$ cat src/rtl/bus_arbiter.sv
// ---------------------------------------------------------------------------
// bus_arbiter
//   Round-robin arbiter between N_MASTERS hart bus masters and one shared
//   slave bus. One transaction is in flight at a time. The granted master's
//   request fields are forwarded to the slave, and the slave ack/read data
//   are routed back to that master only.
//
//   Optional feature macro: ARB_ATOMIC_LOCK_EN
//     When defined, adds the i_m_atomic port and a LOCK state. The LOCK
//     state keeps the grant with a master between the halves of an atomic
//     read-modify-write sequence.
//
//   Ports
//     i_clk, i_rst          clock (rising edge), async active-low reset
//     i_m_bus_en [N]        per-master request, held until that master's ack
//     i_m_wr_en  [N]        per-master write strobe
//     i_m_wr_data[32N]      per-master write data, master k at [32k+31:32k]
//     i_m_addr   [32N]      per-master address, same packing
//     i_m_byte_en[4N]       per-master byte enables, master k at [4k+3:4k]
//     i_m_atomic [N]        per-master atomic flag (ARB_ATOMIC_LOCK_EN only)
//     o_m_ack    [N]        one-hot ack to the granted master
//     o_m_rd_data[32]       read data to all masters, non-zero only with ack
//     o_bus_en, o_wr_en, o_wr_data, o_addr, o_byte_en   slave request side
//     i_ack, i_rd_data      slave response (ack is a single-cycle pulse)
// ---------------------------------------------------------------------------
module bus_arbiter #(
   parameter int N_MASTERS = 2
) (
   input  logic                      i_clk,
   input  logic                      i_rst,
   input  logic [N_MASTERS-1:0]      i_m_bus_en,
   input  logic [N_MASTERS-1:0]      i_m_wr_en,
   input  logic [32*N_MASTERS-1:0]   i_m_wr_data,
   input  logic [32*N_MASTERS-1:0]   i_m_addr,
   input  logic [4*N_MASTERS-1:0]    i_m_byte_en,
`ifdef ARB_ATOMIC_LOCK_EN
   input  logic [N_MASTERS-1:0]      i_m_atomic,
`endif
   output logic [N_MASTERS-1:0]      o_m_ack,
   output logic [31:0]               o_m_rd_data,
   output logic                      o_bus_en,
   output logic                      o_wr_en,
   output logic [31:0]               o_wr_data,
   output logic [31:0]               o_addr,
   output logic [3:0]                o_byte_en,
   input  logic                      i_ack,
   input  logic [31:0]               i_rd_data
);

   localparam int IDX_W = (N_MASTERS > 2) ? 2 : 1;
   localparam logic [IDX_W-1:0] LAST_IDX = IDX_W'(N_MASTERS - 1);

   typedef enum logic [1:0] {
      ST_IDLE = 2'd0,
`ifdef ARB_ATOMIC_LOCK_EN
      ST_LOCK = 2'd2,
`endif
      ST_BUSY = 2'd1
   } state_t;

   state_t           state_q, state_d;
   logic [IDX_W-1:0] grant_q, grant_d;
   logic [IDX_W-1:0] last_q,  last_d;

   logic             found_s;
   logic [IDX_W-1:0] pick_s;
   logic             active_s;
   logic             bus_en_s;
   logic             sel_bus_en_s;
   logic             sel_wr_en_s;
   logic [31:0]      sel_wr_data_s;
   logic [31:0]      sel_addr_s;
   logic [3:0]       sel_byte_en_s;
   logic             sel_atomic_s;

   // Round-robin pick: first requester after the pointer, wrapping at N_MASTERS.
   always_comb begin
      logic [IDX_W-1:0] idx_v;
      found_s = 1'b0;
      pick_s  = '0;
      idx_v   = last_q;
      for (int k = 0; k < N_MASTERS; k++) begin
         idx_v = (idx_v == LAST_IDX) ? '0 : idx_v + 1'b1;
         if (!found_s && i_m_bus_en[idx_v]) begin
            found_s = 1'b1;
            pick_s  = idx_v;
         end else begin
            found_s = found_s;
         end
      end
   end

   // Field mux for the granted master (AND-OR so no priority chain is built).
   always_comb begin
      sel_wr_en_s   = 1'b0;
      sel_wr_data_s = 32'd0;
      sel_addr_s    = 32'd0;
      sel_byte_en_s = 4'd0;
      sel_atomic_s  = 1'b0;
      for (int k = 0; k < N_MASTERS; k++) begin
         sel_wr_en_s   = sel_wr_en_s   | ((grant_q == IDX_W'(k)) & i_m_wr_en[k]);
         sel_wr_data_s = sel_wr_data_s | ({32{grant_q == IDX_W'(k)}} & i_m_wr_data[32*k +: 32]);
         sel_addr_s    = sel_addr_s    | ({32{grant_q == IDX_W'(k)}} & i_m_addr[32*k +: 32]);
         sel_byte_en_s = sel_byte_en_s | ({4{grant_q == IDX_W'(k)}} & i_m_byte_en[4*k +: 4]);
`ifdef ARB_ATOMIC_LOCK_EN
         sel_atomic_s  = sel_atomic_s  | ((grant_q == IDX_W'(k)) & i_m_atomic[k]);
`endif
      end
   end

   assign sel_bus_en_s = i_m_bus_en[grant_q];

`ifdef ARB_ATOMIC_LOCK_EN
   assign active_s = (state_q == ST_BUSY) || (state_q == ST_LOCK);
`else
   assign active_s = (state_q == ST_BUSY);
`endif

   // Next-state logic for the arbitration FSM.
   always_comb begin
      state_d = state_q;
      grant_d = grant_q;
      last_d  = last_q;
      case (state_q)
         ST_IDLE: begin
            if (found_s) begin
               grant_d = pick_s;
               state_d = ST_BUSY;
            end else begin
               state_d = ST_IDLE;
            end
         end
         ST_BUSY: begin
            if (i_ack) begin
               last_d = grant_q;
`ifdef ARB_ATOMIC_LOCK_EN
               state_d = sel_atomic_s ? ST_LOCK : ST_IDLE;
`else
               state_d = ST_IDLE;
`endif
            end else if (!sel_bus_en_s) begin
               // Abort: the pointer is left alone so the master keeps its turn.
               state_d = ST_IDLE;
            end else begin
               state_d = ST_BUSY;
            end
         end
`ifdef ARB_ATOMIC_LOCK_EN
         ST_LOCK: begin
            // Hold the grant until the owner is neither atomic nor requesting.
            if (!sel_atomic_s && !sel_bus_en_s) begin
               state_d = ST_IDLE;
            end else begin
               state_d = ST_LOCK;
            end
         end
`endif
         default: begin
            state_d = ST_IDLE;
         end
      endcase
   end

   // State, grant and round-robin pointer registers.
   always_ff @(posedge i_clk or negedge i_rst) begin
      if (!i_rst) begin
         state_q <= ST_IDLE;
         grant_q <= '0;
         last_q  <= LAST_IDX;
      end else begin
         state_q <= state_d;
         grant_q <= grant_d;
         last_q  <= last_d;
      end
   end

   // Slave-side outputs: granted master's fields, gated by its request.
   assign bus_en_s  = active_s & sel_bus_en_s;
   assign o_bus_en  = bus_en_s;
   assign o_wr_en   = bus_en_s & sel_wr_en_s;
   assign o_wr_data = {32{bus_en_s}} & sel_wr_data_s;
   assign o_addr    = {32{bus_en_s}} & sel_addr_s;
   assign o_byte_en = {4{bus_en_s}} & sel_byte_en_s;

   // Ack routing: only the granted master sees the slave ack; stray acks vanish.
   always_comb begin
      o_m_ack          = '0;
      o_m_ack[grant_q] = active_s & i_ack;
   end

   assign o_m_rd_data = (active_s & i_ack) ? i_rd_data : 32'd0;

endmodule

$ cat config.mk
export PLATFORM = sky130hd
export DESIGN_NAME = bus_arbiter
export DESIGN_NICKNAME = d
export VERILOG_FILES = /design/src/rtl/bus_arbiter.sv
export SDC_FILE = /design/constraint.sdc
export NUM_CORES = 1
export LEC_CHECK = 0
export ABC_AREA = 1
export CAP_MARGIN = 20
export CORE_AREA = 2 2 108 110
export DETAILED_ROUTE_END_ITERATION = 6
export DIE_AREA = 0 0 110 112
export GPL_ROUTABILITY_DRIVEN = 0
export PLACE_DENSITY = 0.66
export SLEW_MARGIN = 20
export SYNTH_ARGS = -nofsm -noshare
export SYNTH_HDL_FRONTEND = slang
export SYNTH_SLANG_ARGS = --single-unit
$ cat constraint.sdc
create_clock -name i_clk -period 3 [get_ports i_clk]
set_input_delay 0.9 -clock i_clk [delete_from_list [all_inputs] [get_ports i_clk]]
set_output_delay 0.9 -clock i_clk [all_outputs]
set_load 0.005 [all_outputs]
==> results of run 1 <==
how the worst max path moves through the flow:
stage / from / end / slack (ns) / cells after the start
6_report: i_m_bus_en[1] / o_addr[10] / 0.09 / 7
5_1_grt: i_m_bus_en[1] / o_addr[19] / 0.002 / 9
4_1_cts: i_m_bus_en[1] / o_addr[28] / 0.06 / 7
3_5_place_dp: i_m_bus_en[1] / o_wr_data[13] / -0.37 / 7
3_3_place_gp: i_m_bus_en[0] / o_wr_data[13] / -0.38 / 7
2_1_floorplan: i_m_bus_en[1] / o_addr[25] / 0.73 / 5
worst register-to-register path: cells and delay by family (launching register included):
kind                   cells  cell delay [ns]
buffers and inverters      2             0.31
DFF                        1             0.43
and+or+nand+nor            4             0.29
flip-flops by register name (all words and copies together) (netlist names):
name,count
grant_q,1
last_q,1
state_q,1
per-stage QoR:
stage | area (um2) | setup TNS, ns | utilization, % | hold slack [ns] | instances
after floorplan | 1789 | 0 | - | 0.4698 | 388
after global placement | 4723 | -27.35 | 42.27 | 0.4847 | 793
after detailed placement | 4723 | -28.18 | 42.27 | 0.4864 | 793
after CTS | 4798 | 0 | 42.94 | 0.4883 | 806
after global routing | 4811 | 0 | 43.05 | 0.5394 | 806
final | 4811 | 0 | 43.05 | 0.4880 | 806
Yosys cell counts:
library cell  number  share of area [%]
buf_4              1               0.42
and2_0            69                 24
nand2_1          146                 31
inv_4              1               0.35
buf_6              7                4.4
buf_2             17                4.8
dfrtp_1            2                2.8
nand3_1            2               0.56
dfstp_2            1                1.5
inv_1             35                7.3
nor2_1           103                 22
nand2_2            1               0.35
o21ai_0            2               0.56
nand2_4            1               0.63
logic make-up after synthesis:
| group | synth area share [%] |
|---|---|
| DFF | 4.266 |
| buffers and inverters | 17.27 |
| AOI/OAI and AO/OA | 0.5595 |
| and+or+nand+nor | 77.90 |
timing repair:
action	CTS	global route
pin swaps	0	1
setup endpoints to repair	104	19
cloned	3	0
buffers inserted	6	0
resized for setup	132	10
power by group:
group	total [mW]	leakage, nW	switching (mW)	internal [mW]
clock network	0.212	0.0382	0.0370	0.175
registers	0.0905	0.0333	0.0254	0.0651
logic	2.07	2.39	0.983	1.08
total	2.37	2.46	1.05	1.32
per-layer routing:
| layer | wire length (um) | track usage [%] | part of all wire (%) | up-vias |
|---|---|---|---|---|
| met5 | 0 | 0 | 0 | - |
| met4 | 184 | 4.473 | 1.9 | 0 |
| met3 | 1007 | 3.513 | 10 | 14 |
| met2 | 4981 | 28.10 | 51 | 165 |
| met1 | 3523 | 15.25 | 36 | 1344 |
| li1 | - | - | - | 1657 |
final cells by class:
cell class / count / area share (%)
multi-input cells: 324 / 29.60
clock buffers: 4 / 1.638
well taps: 143 / 3.719
flip-flops and latches: 3 / 1.612
inverters: 36 / 2.861
repair buffers: 296 / 60.57
==> impl_metrics.yaml, run 1 <==
run_status:
  status: "completed"
power_and_ir_drop:
  finalPower_mw: 2.369
  leakagePower_nw: 2.458
  powerDensity_nw_per_um2: 492.5
  vdd_drop_max_uv: 418.7
grt:
  grt_pass1_wl_mm: 14.39
  grt_start_max_net_pins: 41
  grt_use_total_pct: 14.65
  grt_antenna_before_repair: 0
  overflow: 0
  grt_pass1_vias: 3161
placed_design:
  dp_slack_ns: -0.3683
  dp_hpwl_mm: 7.447
  io_buffers: 278
drt:
  wl_per_cell_um: 12.03
  wirelength_mm: 9.697
  antenna_left: 0
  routed_via_density: 3.945
  dr_total_vias: 3180
  drc: 0
  first_pass_iters: 4
  dr.first_iter.drc_count: 117
hold_path:
  hold_start: "last_q"
  hold_path_depth: 2
  min_to: "last_q"
  hold_path_class: "flop to flop"
cells_and_area:
  multi_input_area_um2: 1424
  nets: 839
  drive_gt1_share_pct: 7.089
  syn_to_final_growth_pct: 168.9
  num_antenna_cells: 0
  mostFrequentLayoutCells: "clkdlybuf4s50_1, nand2_1, nor2_1, dlygate4sd2_1, and2_0"
  seqCellArea_um2: 77.57
  num-fill-cells: 1179
  mostFrequentLayoutCell: "clkdlybuf4s50_1"
timing:
  worst_pin_slew_ns: 0.3344
  rsz0062_at_grt: "false"
  hold_viol: 0
  setup_violations: 0
  maxSlewHeadroom_pct: 77.71
  finClkSkew_ns: 0.001513
  timing.fmax_mhz: 343.1
  setup_ws_ns: 0.08545
  min_period_ns: 2.915
  fin_crit_sh_pct: 97.15
  slew_viol_final: 0
clock_tree:
  clk_pin_slew_ns: 0.03
  cts_tree: "done"
  clkSinkCount: 3
  clockBufferDepth: 2
  clock_latency_ns: 0.22
  cts_hold_buf: 0
  cts_inserted_buffers: 3
  cts_htree_levels: 1
  clockRootBuffer: "clkbuf_16"
worst_setup_path:
  crit_chain: "dlygate4sd2_1, nand2_1, nand2_2, nand2_4, bufbuf_16, nor2_1, dlygate4sd2_1"
  reg2reg_to: "state_q[0]"
  cpLargestDelayFamily: "buffers and inverters"
  rrSetupSlack_ns: 1.85
  crit_required_ns: 2.10
  cp_data_arrival_time_ns: 2.01
  r2r_start: "grant_q"
  path_common_cell: "dlygate4sd2_1"
  r2r_cells: 6
  startpoint_type: "primary input"
  worst-setup-path-type: "primary input to primary output"
  cp_slowest_stage_delay_ns: 0.29
  critPathMaxFanout: 9
  crit_buf_inv: 3
  critPathSlowestCell: "bufbuf_16"
  end_kind: "primary output"
floorplan:
  dieHeight_um: 112
  die_area_um2: 12320
  pin_count: 279
  core_um2: 11170
  die_w_um: 110
  rows: 39
  initial_core_util_pct: 16.01
yosys:
  synth_cell_type_count: 14
  synth_seq_cells: 3
  synthCells: 388
  synthesis.nets: 563
  seq_area_frac_synth_pct: 4.266
  synth_area_um2: 1789
  syn_area_per_cell_um2: 4.611
  yosysWarningCount: 0
run:
  cap_violations: 0
No activity file was read; power rests on OpenSTA's default activity.
==> run 2: changes to the inputs <==
CAP_MARGIN = default   (was 20)
==> results of run 2 <==
No change in the layout: final DEF, timing and power equal those of run 1.
